File: src/rtl/pipe_skid_reg_pkg.sv
// Shared pipeline-register definitions: skid-stage states and occupancy encodings.
package pipe_skid_reg_pkg;

  typedef enum logic [1:0] {
    ST_EMPTY = 2'd0,
    ST_ONE   = 2'd1,
    ST_TWO   = 2'd2
  } skid_state_e;

  localparam logic [1:0] OCC_EMPTY = 2'd0;
  localparam logic [1:0] OCC_ONE   = 2'd1;
  localparam logic [1:0] OCC_TWO   = 2'd2;

  function automatic logic [1:0] state_occ(input skid_state_e s);
    case (s)
      ST_ONE:  return OCC_ONE;
      ST_TWO:  return OCC_TWO;
      default: return OCC_EMPTY;
    endcase
  endfunction

endpackage

File: src/rtl/pipe_skid_reg_sat_counter.sv
// Saturating up-counter; sticks at all-ones once reached.
module sat_counter #(
  parameter int CNTW = 16
) (
  input  logic            clk,
  input  logic            rst,
  input  logic            inc,
  output logic [CNTW-1:0] cnt
);

  logic [CNTW-1:0] cnt_q, cnt_d;

  always_comb begin
    cnt_d = cnt_q;
    if (inc && (cnt_q != '1)) cnt_d = cnt_q + CNTW'(1);
  end

  always_ff @(posedge clk or posedge rst) begin
    if (rst) cnt_q <= '0;
    else     cnt_q <= cnt_d;
  end

  assign cnt = cnt_q;

endmodule

File: src/rtl/pipe_skid_reg.sv
// Two-entry skid pipeline register with flush, freeze and bubble accounting.
// in_ready depends only on local state, so out_ready never reaches it combinationally.
module pipe_skid_reg
  import pipe_skid_reg_pkg::*;
#(
  parameter int DW   = 64,
  parameter int CW   = 8,
  parameter int CNTW = 16
) (
  input  logic            clk,
  input  logic            rst,
  input  logic            flush,
  input  logic            freeze,
  input  logic            in_valid,
  output logic            in_ready,
  input  logic [CW-1:0]   in_ctrl,
  input  logic [DW-1:0]   in_data,
  output logic            out_valid,
  input  logic            out_ready,
  output logic [CW-1:0]   out_ctrl,
  output logic [DW-1:0]   out_data,
  output logic [1:0]      occupancy,
  output logic [CNTW-1:0] bubble_cnt
);

  skid_state_e   state_q, state_d;
  logic [CW-1:0] main_ctrl_q, main_ctrl_d, skid_ctrl_q, skid_ctrl_d;
  logic [DW-1:0] main_data_q, main_data_d, skid_data_q, skid_data_d;
  logic          rdy_en_q, rdy_en_d;
  logic          push, pop, bubble_inc;

  // rdy_en_q keeps in_ready low from reset release until the first unfrozen edge
  assign in_ready   = rdy_en_q & (state_q != ST_TWO) & ~freeze;
  assign out_valid  = (state_q != ST_EMPTY) & ~freeze;
  assign push       = in_valid & in_ready;
  assign pop        = out_valid & out_ready;
  assign out_ctrl   = out_valid ? main_ctrl_q : '0;
  assign out_data   = main_data_q;
  assign occupancy  = state_occ(state_q);
  assign bubble_inc = ~freeze & ~flush & out_ready & (state_q == ST_EMPTY);

  always_comb begin
    state_d     = state_q;
    main_ctrl_d = main_ctrl_q;
    main_data_d = main_data_q;
    skid_ctrl_d = skid_ctrl_q;
    skid_data_d = skid_data_q;
    rdy_en_d    = rdy_en_q | ~freeze;
    if (flush) begin
      state_d     = ST_EMPTY;
      main_ctrl_d = '0;
      skid_ctrl_d = '0;
    end else begin
      // freeze forces push and pop low, so every branch below holds under freeze
      case (state_q)
        ST_EMPTY: begin
          if (push) begin
            state_d     = ST_ONE;
            main_ctrl_d = in_ctrl;
            main_data_d = in_data;
          end
        end
        ST_ONE: begin
          if (push && pop) begin
            main_ctrl_d = in_ctrl;
            main_data_d = in_data;
          end else if (push) begin
            state_d     = ST_TWO;
            skid_ctrl_d = in_ctrl;
            skid_data_d = in_data;
          end else if (pop) begin
            state_d     = ST_EMPTY;
            main_ctrl_d = '0;
          end
        end
        ST_TWO: begin
          if (pop) begin
            state_d     = ST_ONE;
            main_ctrl_d = skid_ctrl_q;
            main_data_d = skid_data_q;
            skid_ctrl_d = '0;
          end
        end
        default: state_d = ST_EMPTY;
      endcase
    end
  end

  always_ff @(posedge clk or posedge rst) begin
    if (rst) begin
      state_q     <= ST_EMPTY;
      main_ctrl_q <= '0;
      main_data_q <= '0;
      skid_ctrl_q <= '0;
      skid_data_q <= '0;
      rdy_en_q    <= 1'b0;
    end else begin
      state_q     <= state_d;
      main_ctrl_q <= main_ctrl_d;
      main_data_q <= main_data_d;
      skid_ctrl_q <= skid_ctrl_d;
      skid_data_q <= skid_data_d;
      rdy_en_q    <= rdy_en_d;
    end
  end

  sat_counter #(.CNTW(CNTW)) u_bubble_cnt (
    .clk (clk),
    .rst (rst),
    .inc (bubble_inc),
    .cnt (bubble_cnt)
  );

endmodule

File: config.mk
export PLATFORM = sky130hd
export DESIGN_NAME = pipe_skid_reg
export DESIGN_NICKNAME = d
export VERILOG_FILES = /design/src/rtl/pipe_skid_reg_pkg.sv /design/src/rtl/pipe_skid_reg_sat_counter.sv /design/src/rtl/pipe_skid_reg.sv
export SDC_FILE = /design/constraint.sdc
export NUM_CORES = 1
export LEC_CHECK = 0
export CAP_MARGIN = 10
export CORE_UTILIZATION = 56
export CTS_BUF_LIST = sky130_fd_sc_hd__clkbuf_4
export CTS_CLUSTER_DIAMETER = 30
export DETAILED_ROUTE_END_ITERATION = 10
export GPL_ROUTABILITY_DRIVEN = 0
export PLACE_DENSITY = 0.87
export SLEW_MARGIN = 20
export SYNTH_ARGS = -nofsm -noshare
export SYNTH_HDL_FRONTEND = slang
export SYNTH_SLANG_ARGS = --single-unit
export TNS_END_PERCENT = 10
File: constraint.sdc
create_clock -name clk -period 11.5 [get_ports clk]
set_input_delay 1.15 -clock clk [delete_from_list [all_inputs] [get_ports clk]]
set_output_delay 1.15 -clock clk [all_outputs]
set_load 0.05 [all_outputs]
Word level (Yosys, flattened, before mapping)

Index checks and enable logic that the tools add are counted.

Bitwise gates (word level): 12
Muxes and demuxes: 23
Equal/unequal tests: 14
Reductions and logical operators: 12
$add $sub $neg: 1

Operators by type and width:

| cell                  | number |
|---|---|
| $mux 64               | 3 |
| $pmux 64 s3           | 1 |
| $mux 8                | 9 |
| $pmux 8 s3            | 1 |
| $add 16x1->16 const B | 1 |
| $ne 16x16->1 const B  | 1 |
| $pmux 8 s2            | 1 |
| $mux 2                | 6 |
| $ne 3x3->1 const B    | 4 |
| $ne 4x4->1 const B    | 3 |
| $reduce_and 4->1      | 3 |
| $reduce_and 5->1      | 2 |
| $and 1x1->1           | 8 |
| $ne 2x2->1 const B    | 4 |
| $pmux 2 s3            | 1 |
| $reduce_bool 3->1     | 2 |
| $pmux 2 s2            | 1 |
| $reduce_bool 4->1     | 1 |
| $not 1->1             | 3 |
| $eq 2x1->1 const B    | 1 |
| $eq 2x2->1 const B    | 1 |
| $logic_and 1x1->1     | 2 |
| $logic_not 2->1       | 1 |
| $reduce_bool 2->1     | 1 |
| $or 1x1->1            | 1 |

Flip-flop bits (word level): 163
Bits of input ports: 78
Logic and storage cells: 69
Output and inout port bits: 92

Logic depth before layout (Yosys ltp)

Gate-level depths: netlist (run 1).

Depth in word-level cells: 8
Gate-level depth with buffers: 9
Mapped depth without buffers: 6

Cells and area by module

Synthesis (run 1) repeated with hierarchy kept, for this count alone.

Cells, all modules: 533
Area, all modules: 7,546.0 µm²

Modules (own cells, without submodules):

| module        | instances | sequential area each (µm²) | cells an instance | area each (µm²) |
|---|---|---|---|---|
| pipe_skid_reg | 1         | 3,678.5                    | 462               | 6,740.2 |
| sat_counter   | 1         | 400.4                      | 71                | 805.8 |

Worst setup path before layout (run 1)

No wires, ideal clock.

Kind: reg2out
From: register state_q[0]
To: output in_ready
Path buffers: 3
Required time: 10,350 ps
Setup slack: 7,649 ps
Cell stages (with the launch flop): 7
Data arrival time: 2,701 ps
Cells stage by stage: dfrtp_1 inv_1 ha_1 clkbuf_1 clkbuf_1 clkbuf_1 nor3b_1

Longest elaborated chain between the ends: 3

Ends and longest elaborated chain:

| item                      | line                | RTL |
|---|---|---|
| start, declared           | pipe_skid_reg.sv:26 | `skid_state_e state_q, state_d;` |
| start signal, assigned    | pipe_skid_reg.sv:98 | `state_q <= state_d;` |
| $ne 2x2->1                | pipe_skid_reg.sv:33 | `assign in_ready = rdy_en_q & (state_q != ST_TWO) & ~freeze;` |
| $and 1x1->1 (2 in series) | pipe_skid_reg.sv:33 |  |
| end, declared             | pipe_skid_reg.sv:15 | `output logic in_ready,` |

Every way passes these cells.

Final worst setup path (run 1)

From: input freeze
To: output out_ctrl[3]

Longest elaborated chain between the ends: 3

Ends and longest elaborated chain:

| item            | line                | RTL |
|---|---|---|
| start, declared | pipe_skid_reg.sv:13 | `input logic freeze,` |
| $not 1->1       | pipe_skid_reg.sv:34 | `assign out_valid = (state_q != ST_EMPTY) & ~freeze;` |
| $and 1x1->1     | pipe_skid_reg.sv:34 |  |
| $mux 8          | pipe_skid_reg.sv:37 | `assign out_ctrl = out_valid ? main_ctrl_q : '0;` |
| end, declared   | pipe_skid_reg.sv:20 | `output logic [CW-1:0] out_ctrl,` |

Every way passes these cells.

==> key figures, run 1 <==
Outcome
  • Status: completed

Layout
  • Most frequent cells in the layout: 169 x clkdlybuf4s50_1, 163 x dfrtp_1, 122 x mux2_2
  • N_diodes: 0
  • Most common cell after layout, fill and taps aside: clkdlybuf4s50_1
  • Share of layout cells above drive strength 1: 0.322
  • Final instance count without filler cells: approximately 880
  • Synthesis-to-layout area growth: 27.8%
  • Final #Nets: 772

Place
  • Dpl hpwl: roughly 11000 um
  • Dpl cells: 846
  • Port Buffers: 169

CTS
  • Clock Pin Slew Worst Setup and Hold Paths: 0.14 ns
  • Setup Fix Bufs, Post-CTS: 0
  • Inserted Clock Buffers: 17
  • CTS Sinks: 163
  • Worst-Skew Late Latency: 0.55 ns
  • CTS Hold Bufs: 0
  • Clock Tree Root: clkbuf_4
  • H-Tree Level Count: 4
  • CTS max path bufs: 2
  • CTS tree: done
  • Post-CTS sizing: 0

Timing
  • Tcrit/Tclk final: 0.381
  • Final setup fails: 0
  • Slew @ Worst Pin: 1.02 ns
  • Fin. Hold Viols: 0
  • Tmin final: 4.38 ns
  • Max Slew Vio Count: 0
  • Setup_tns: 0 ns
  • Rel. slew slack: 0.317
  • Fmax: 228 MHz
  • Clock Skew: 0.0234 ns
  • RSZ-0062 raised after global routing: false
  • Hold slack: 0.502 ns

Logic synthesis
  • Synth top area share: 0.535
  • Mapped Nets: 607
  • Synth async-reset ratio: 1.00
  • Main area contributors after synthesis: dfrtp_1 53%, mux2_2 18%, mux2_4 12%
  • Synth warnings: 0
  • Synth Register Bits: 163
  • Cell count after synthesis: 524
  • Ys flop type: dfrtp_1
  • Post-synth cell types: 42
  • Post-synth EDFFs: 0
  • Sequential area share after synthesis: 0.535
  • Synthesized area per cell: 14.6 um^2
  • Synth Cell Area: approximately 7600 um^2
  • Cell taking the most area after synthesis: dfrtp_1

Global route
  • Vias in the first global route: 5252
  • GRT overflow: 0
  • Largest net degree at the start of global routing: 87
  • Global-route wire length before repair: 26300 um
  • Initial antenna violation count: 0
  • Gr usage total: 0.241

Setup path
  • Critical Path RT: ~10 ns
  • Worst EP arrival: 3.23 ns
  • Worst r2r src: state_q[0]
  • R2R depth: 8
  • RR Endpoint: out_data[59]
  • Critical Path End Type: output pin
  • Worst setup SP type: primary input
  • Worst setup path category: in2out
  • R2r setup slk: roughly 7.8 ns
  • CP Capture Point: out_ctrl[3]
  • Setup crit start: freeze
  • Crit path max fanout: 10

Detailed routing
  • WL per Instance: 18.0 um
  • Via Count: 4845
  • Routed Antenna Nets: 0
  • DRT Pass-1 Iters: 4
  • Via density: 5.52
  • DRT Wirelength: 15800 um
  • Post-route DRC: 0
  • DR iter-0 viols: ~270

Worst hold path
  • Hold crit path type: reg2reg

Floorplanning
  • Starting density of the core: 0.576
  • Boundary pin count: 170
  • Area of the die: 14100 um^2
  • Core area: about 13000 um^2
  • Chip Width: 119 um
  • Die height: 119 um
  • Row count: between 40 and 50

Power and ir drop
  • Leakage: 4.20 nW
  • Power per standard cell area: 250 nW/um^2
  • Peak supply drop: 0.199 mV

Job
  • Number of max-cap violations: 0
==> flip-flops by register name (all words and copies together) (netlist names) <==
register          cells
skid_ctrl_q           8
main_ctrl_q           8
state_q               2
u_bubble_cnt.cnt     16
rdy_en_q              1
skid_data_q          64
out_data             64
==> synthesized netlist by cell type, types with 6 or more instances <==
cell      count
clkbuf_1     11
buf_2         8
inv_1         6
a221o_1       8
buf_6         7
a22o_1       16
dfrtp_1     163
mux2_1       13
nor3_1        8
nor2_1       13
nor2b_1      11
mux2_2      122
and2_1        9
xor2_1        8
nand2_1       8
mux2_4       60
o21ai_0       6
==> cell families after synthesis <==
kind of cell / after synthesis / share of synthesized area
multiplexers: 196 / 0.319
flip-flops: 163 / 0.535
AND/OR/NAND/NOR: 80 / 0.0623
AO/OA/AOI/OAI: 36 / 0.0389
buffers and inverters: 33 / 0.0244
XOR/XNOR: 11 / 0.0126
adder cells (fa/ha/maj): 5 / 0.00820
==> per-stage QoR <==
step / utilization / total power, mW / cell area (um^2) / worst slack [ns]
6_report: 0.736 / 2.44 / 9750 / 7.12
2_1_floorplan: - / 1.70 / 7630 / 5.95
5_1_grt: 0.736 / 2.55 / 9750 / 7.02
3_3_place_gp: 0.712 / 2.04 / 9430 / 7.08
3_5_place_dp: 0.712 / 2.08 / 9430 / 7.03
4_1_cts: 0.736 / 2.46 / 9750 / 7.13
==> metal layers <==
layer | vias to the layer above | wire length, um | global-route usage | share of wire
li1 | 2234 | - | - | -
met1 | 2447 | 6670 | 0.299 | 0.42
met2 | 147 | 7660 | 0.390 | 0.49
met3 | 17 | 1250 | 0.0898 | 0.079
met4 | 0 | 206 | 0.0767 | 0.013
met5 | - | 0 | 0 | 0
==> critical path, cell delays in order <==
cell and delay, ns:
clkdlybuf4s50_1 0.55, nor2_1 0.50, and2_1 0.22, clkdlybuf4s50_1 0.80
==> power breakdown <==
group | switching, mW | leakage, nW | total, mW | internal, mW
sequential | 0.138 | 2.03 | 0.938 | 0.801
clock | 0.190 | 0.169 | 0.371 | 0.180
combinational | 0.640 | 2.00 | 1.13 | 0.490
==> how the worst min path moves through the flow <==
stage | startpoint | endpoint | slack (ns) | cells past startpoint
after detailed placement | skid_data_q[61] | skid_data_q[61] | 0.47 | 1
after global routing | skid_data_q[56] | skid_data_q[56] | 0.52 | 1
after floorplan | skid_data_q[27] | skid_data_q[27] | 0.45 | 1
after CTS | skid_data_q[60] | skid_data_q[60] | 0.51 | 1
final | skid_data_q[60] | skid_data_q[60] | 0.50 | 1
after global placement | skid_data_q[28] | skid_data_q[28] | 0.46 | 1
==> cell type report <==
class                           count  area (um^2)
Fill cell                         886         3490
Multi-Input combinational cell    328         3380
Sequential cell                   163         4080
Clock buffer                       21          158
Tap cell                          176          220
Clock inverter                     10          159
Inverter                            6         27.5
Timing Repair Buffer              173         1730
(Power assumes the default switching activity.)
==> inputs of run 2 (changes only) <==
- CORE_UTILIZATION: 56 -> 47
- PLACE_DENSITY: 0.87 -> 0.78
- clock period: 11.5 -> 3.82 ns (I/O delays scaled with it)
==> run 2 against run 1 <==
Compared with the run above:
- via count fell by 0.23%
- count of clock-buffer cells in the layout fell by 3
- sequential share of layout area fell by 0.51 points
- register-to-register slack got worse by 6.9 ns
- sequential power rose to 3.0 times the previous value
- non-clock buffer count rose by 1
- global-route usage fell by 4.1 points
- worst setup slack got worse by 6.8 ns
- clock power rose to 3.2 times the previous value
- combinational power rose to 3.0 times the previous value
- wire length rose by 1.4%
- die area rose by 19%
- largest cell class unchanged
- highest routed layer unchanged
==> key figures, run 2 (same netlist as run 1, synthesis figures left out) <==
Outcome
  • Status: completed

Setup path
  • Crit path max-delay family: buffers and inverters
  • Crit path max fanout: 37 (+27)
  • RR Endpoint: out_data[62]
  • Worst EP arrival: 3.08 ns (-0.15 ns)
  • Critical path's largest stage delay: 0.91 ns (+0.11 ns)
  • Critical Path RT: 3.44 ns (-6.91 ns)
  • Setup crit start: state_q[0]
  • R2r setup slk: 0.88 ns (-6.91 ns)
  • Critical Path End Type: output pin
  • Worst path bufs/invs: 3 (+1)
  • Worst setup SP type: register
  • Critical-path top delay cell: clkdlybuf4s50_1
  • Worst setup path category: reg2out
  • Crit path cell chain: inv_1 -> ha_4 -> buf_4 -> clkdlybuf4s50_1
  • R2R depth: 7 (-1)
  • Worst r2r src: state_q[0]

CTS
  • CTS Hold Bufs: 0 (unchanged)
  • Post-CTS sizing: 0 (unchanged)
  • CTS max path bufs: 2 (unchanged)
  • Inserted Clock Buffers: 17 (unchanged)
  • Setup Fix Bufs, Post-CTS: 0 (unchanged)
  • Clock Pin Slew Worst Setup and Hold Paths: 0.13 ns (about the same)
  • CTS Sinks: 163 (unchanged)
  • Worst-Skew Late Latency: 0.54 ns (about the same)
  • CTS tree: done
  • H-Tree Level Count: 4 (unchanged)
  • Clock Tree Root: clkbuf_4

Global route
  • GRT overflow: 0 (unchanged)
  • Vias in the first global route: 5013 (-4.6%)
  • Global-route wire length before repair: 25700 um (-2.5%)
  • Largest net degree at the start of global routing: 164 (+89%)
  • Gr usage total: 0.200 (-0.0408)
  • Initial antenna violation count: 0 (unchanged)

Power and ir drop
  • Leakage: 4.23 nW (+0.49%)
  • Switching power share of the total: 0.395 (-0.00152)
  • Clock group share of total power: 0.161 (+0.009)
  • Power per standard cell area: 751 nW/um^2 (+200%)
  • Psw: 2.93 mW (+200%)
  • Pint: 4.48 mW (+200%)
  • Sequential share of power: 0.379 (-0.006)
  • Combinational Power Share: 0.459 (-0.004)
  • Peak supply drop: 0.504 mV (+150%)

Detailed routing
  • Via density: 5.25 (-4.9%)
  • WL per Instance: 17.4 um (-3.4%)
  • Post-route DRC: 0 (unchanged)
  • Routed Antenna Nets: 0 (unchanged)
  • Via Count: 4834 (-0.23%)
  • DR iter-0 viols: 194 (-29%)
  • DRT Pass-1 Iters: 5 (+1)
  • DRT Wirelength: 16000 um (+1.4%)

Timing
  • Clock Skew: 0.0147 ns (-0.00875 ns)
  • Slew @ Worst Pin: 0.914 ns (-0.110 ns)
  • RSZ-0062 raised after global routing: false
  • Setup_tns: 0 ns (unchanged)
  • Tcrit/Tclk final: 0.906
  • Rel. slew slack: 0.391 (+0.0731)
  • Max Slew Vio Count: 0 (unchanged)
  • Final setup fails: 0 (unchanged)
  • Fmax: 289 MHz
  • Tmin final: ~3.5 ns
  • Fin. Hold Viols: 0 (unchanged)

Floorplanning
  • Core area: 15900 um^2 (+20%)
  • Starting density of the core: 0.480 (-0.0958)
  • Area of the die: 16700 um^2 (+19%)
  • Chip Width: 129 um (+9.0%)
  • Row count: 46 (+9.5%)
  • Die height: 129 um (+9.0%)
  • Boundary pin count: 170 (unchanged)

Layout
  • Area of the multi-input gates: 3380 um^2 (unchanged)
  • Share of layout cells above drive strength 1: 0.323 (+0.000505)
  • Final instance count without filler cells: 920 (+4.9%)
  • Final #Nets: 773 (+0.13%)
  • Fillers: 1229 (+39%)
  • Flip-flop and latch area: 4080 um^2 (unchanged)
  • Most frequent cells in the layout: 169 x clkdlybuf4s50_1, 163 x dfrtp_1, 122 x mux2_2
  • Synthesis-to-layout area growth: 29.4%
  • Most common cell after layout, fill and taps aside: clkdlybuf4s50_1

Place
  • Dpl hpwl: 10600 um (-1.0%)
  • Port Buffers: 169 (unchanged)
  • Dpl cells: 887 (+4.8%)

Job
  • Number of max-cap violations: 0 (unchanged)

Worst hold path
  • Hold crit path type: in2async
run 2: changes by cell type in the layout (fill, tap and decap cells not counted), sizes merged:
cell      before  now
clkinv         4    6
buf            4    5
clkinvlp       2    3
diode          0    1
bufinv         4    5
clkbuf        21   18
run 2: power by group through the flow:
stage / sequential, mW / clock (mW) / combinational, mW
final: 2.81 / 1.19 / 3.40
after global routing: 2.90 / 1.31 / 3.55
after CTS: 2.81 / 1.23 / 3.43
after detailed placement: 2.83 / 0 / 3.43
after global placement: 2.79 / 0 / 3.36
after floorplan: 4.04 / 0 / 1.09
run 2: cell type report:
cell class,instances,share of cell area
Sequential cell,163,0.413
Multi-Input combinational cell,328,0.343
Timing Repair Buffer,174,0.179
Tap cell,216,0.0274
Clock inverter,14,0.0213
Clock buffer,18,0.0137
Inverter,6,0.00266
Antenna cell,1,0.000253
run 2: through the flow:
step / instance area [um^2] / hold slack (ns) / setup WS (ns) / power [mW] / utilization
4_1_cts: 9870 / 0.394 / 0.271 / 7.47 / 0.621
3_5_place_dp: 9520 / 0.473 / 0.771 / 6.26 / 0.600
6_report: 9870 / 0.387 / 0.358 / 7.41 / 0.621
5_1_grt: 9870 / 0.395 / 0.144 / 7.76 / 0.621
2_1_floorplan: 7630 / 0.452 / 0.737 / 5.12 / -
3_3_place_gp: 9520 / 0.461 / 0.832 / 6.15 / 0.600
run 2: worst register-to-register path, delay by kind of cell, from the launching register on:
| kind | cells | cell delay, ns |
|---|---|---|
| buf+inv | 2 | 0.53 |
| fa+ha+maj | 1 | 0.32 |
| simple gates | 2 | 0.94 |
| flops | 1 | 0.42 |
| compound gates | 1 | 0.23 |
| mux | 1 | 0.42 |
run 2: how the worst max path moves through the flow:
stage / to / slack (ns) / cells past startpoint
2_1_floorplan: in_ready / 0.74 / 6
3_3_place_gp: out_data[62] / 0.83 / 6
3_5_place_dp: out_data[62] / 0.77 / 6
4_1_cts: occupancy[1] / 0.27 / 4
5_1_grt: occupancy[1] / 0.14 / 4
6_report: occupancy[1] / 0.36 / 4
run 2: routing by layer:
metal | wire [um] | track usage | up-vias
li1 | - | - | 2234
met1 | 6790 | 0.246 | 2432
met5 | 0 | 0 | -
met4 | 236 | 0.0775 | 0
met3 | 1090 | 0.0644 | 20
met2 | 7890 | 0.327 | 148
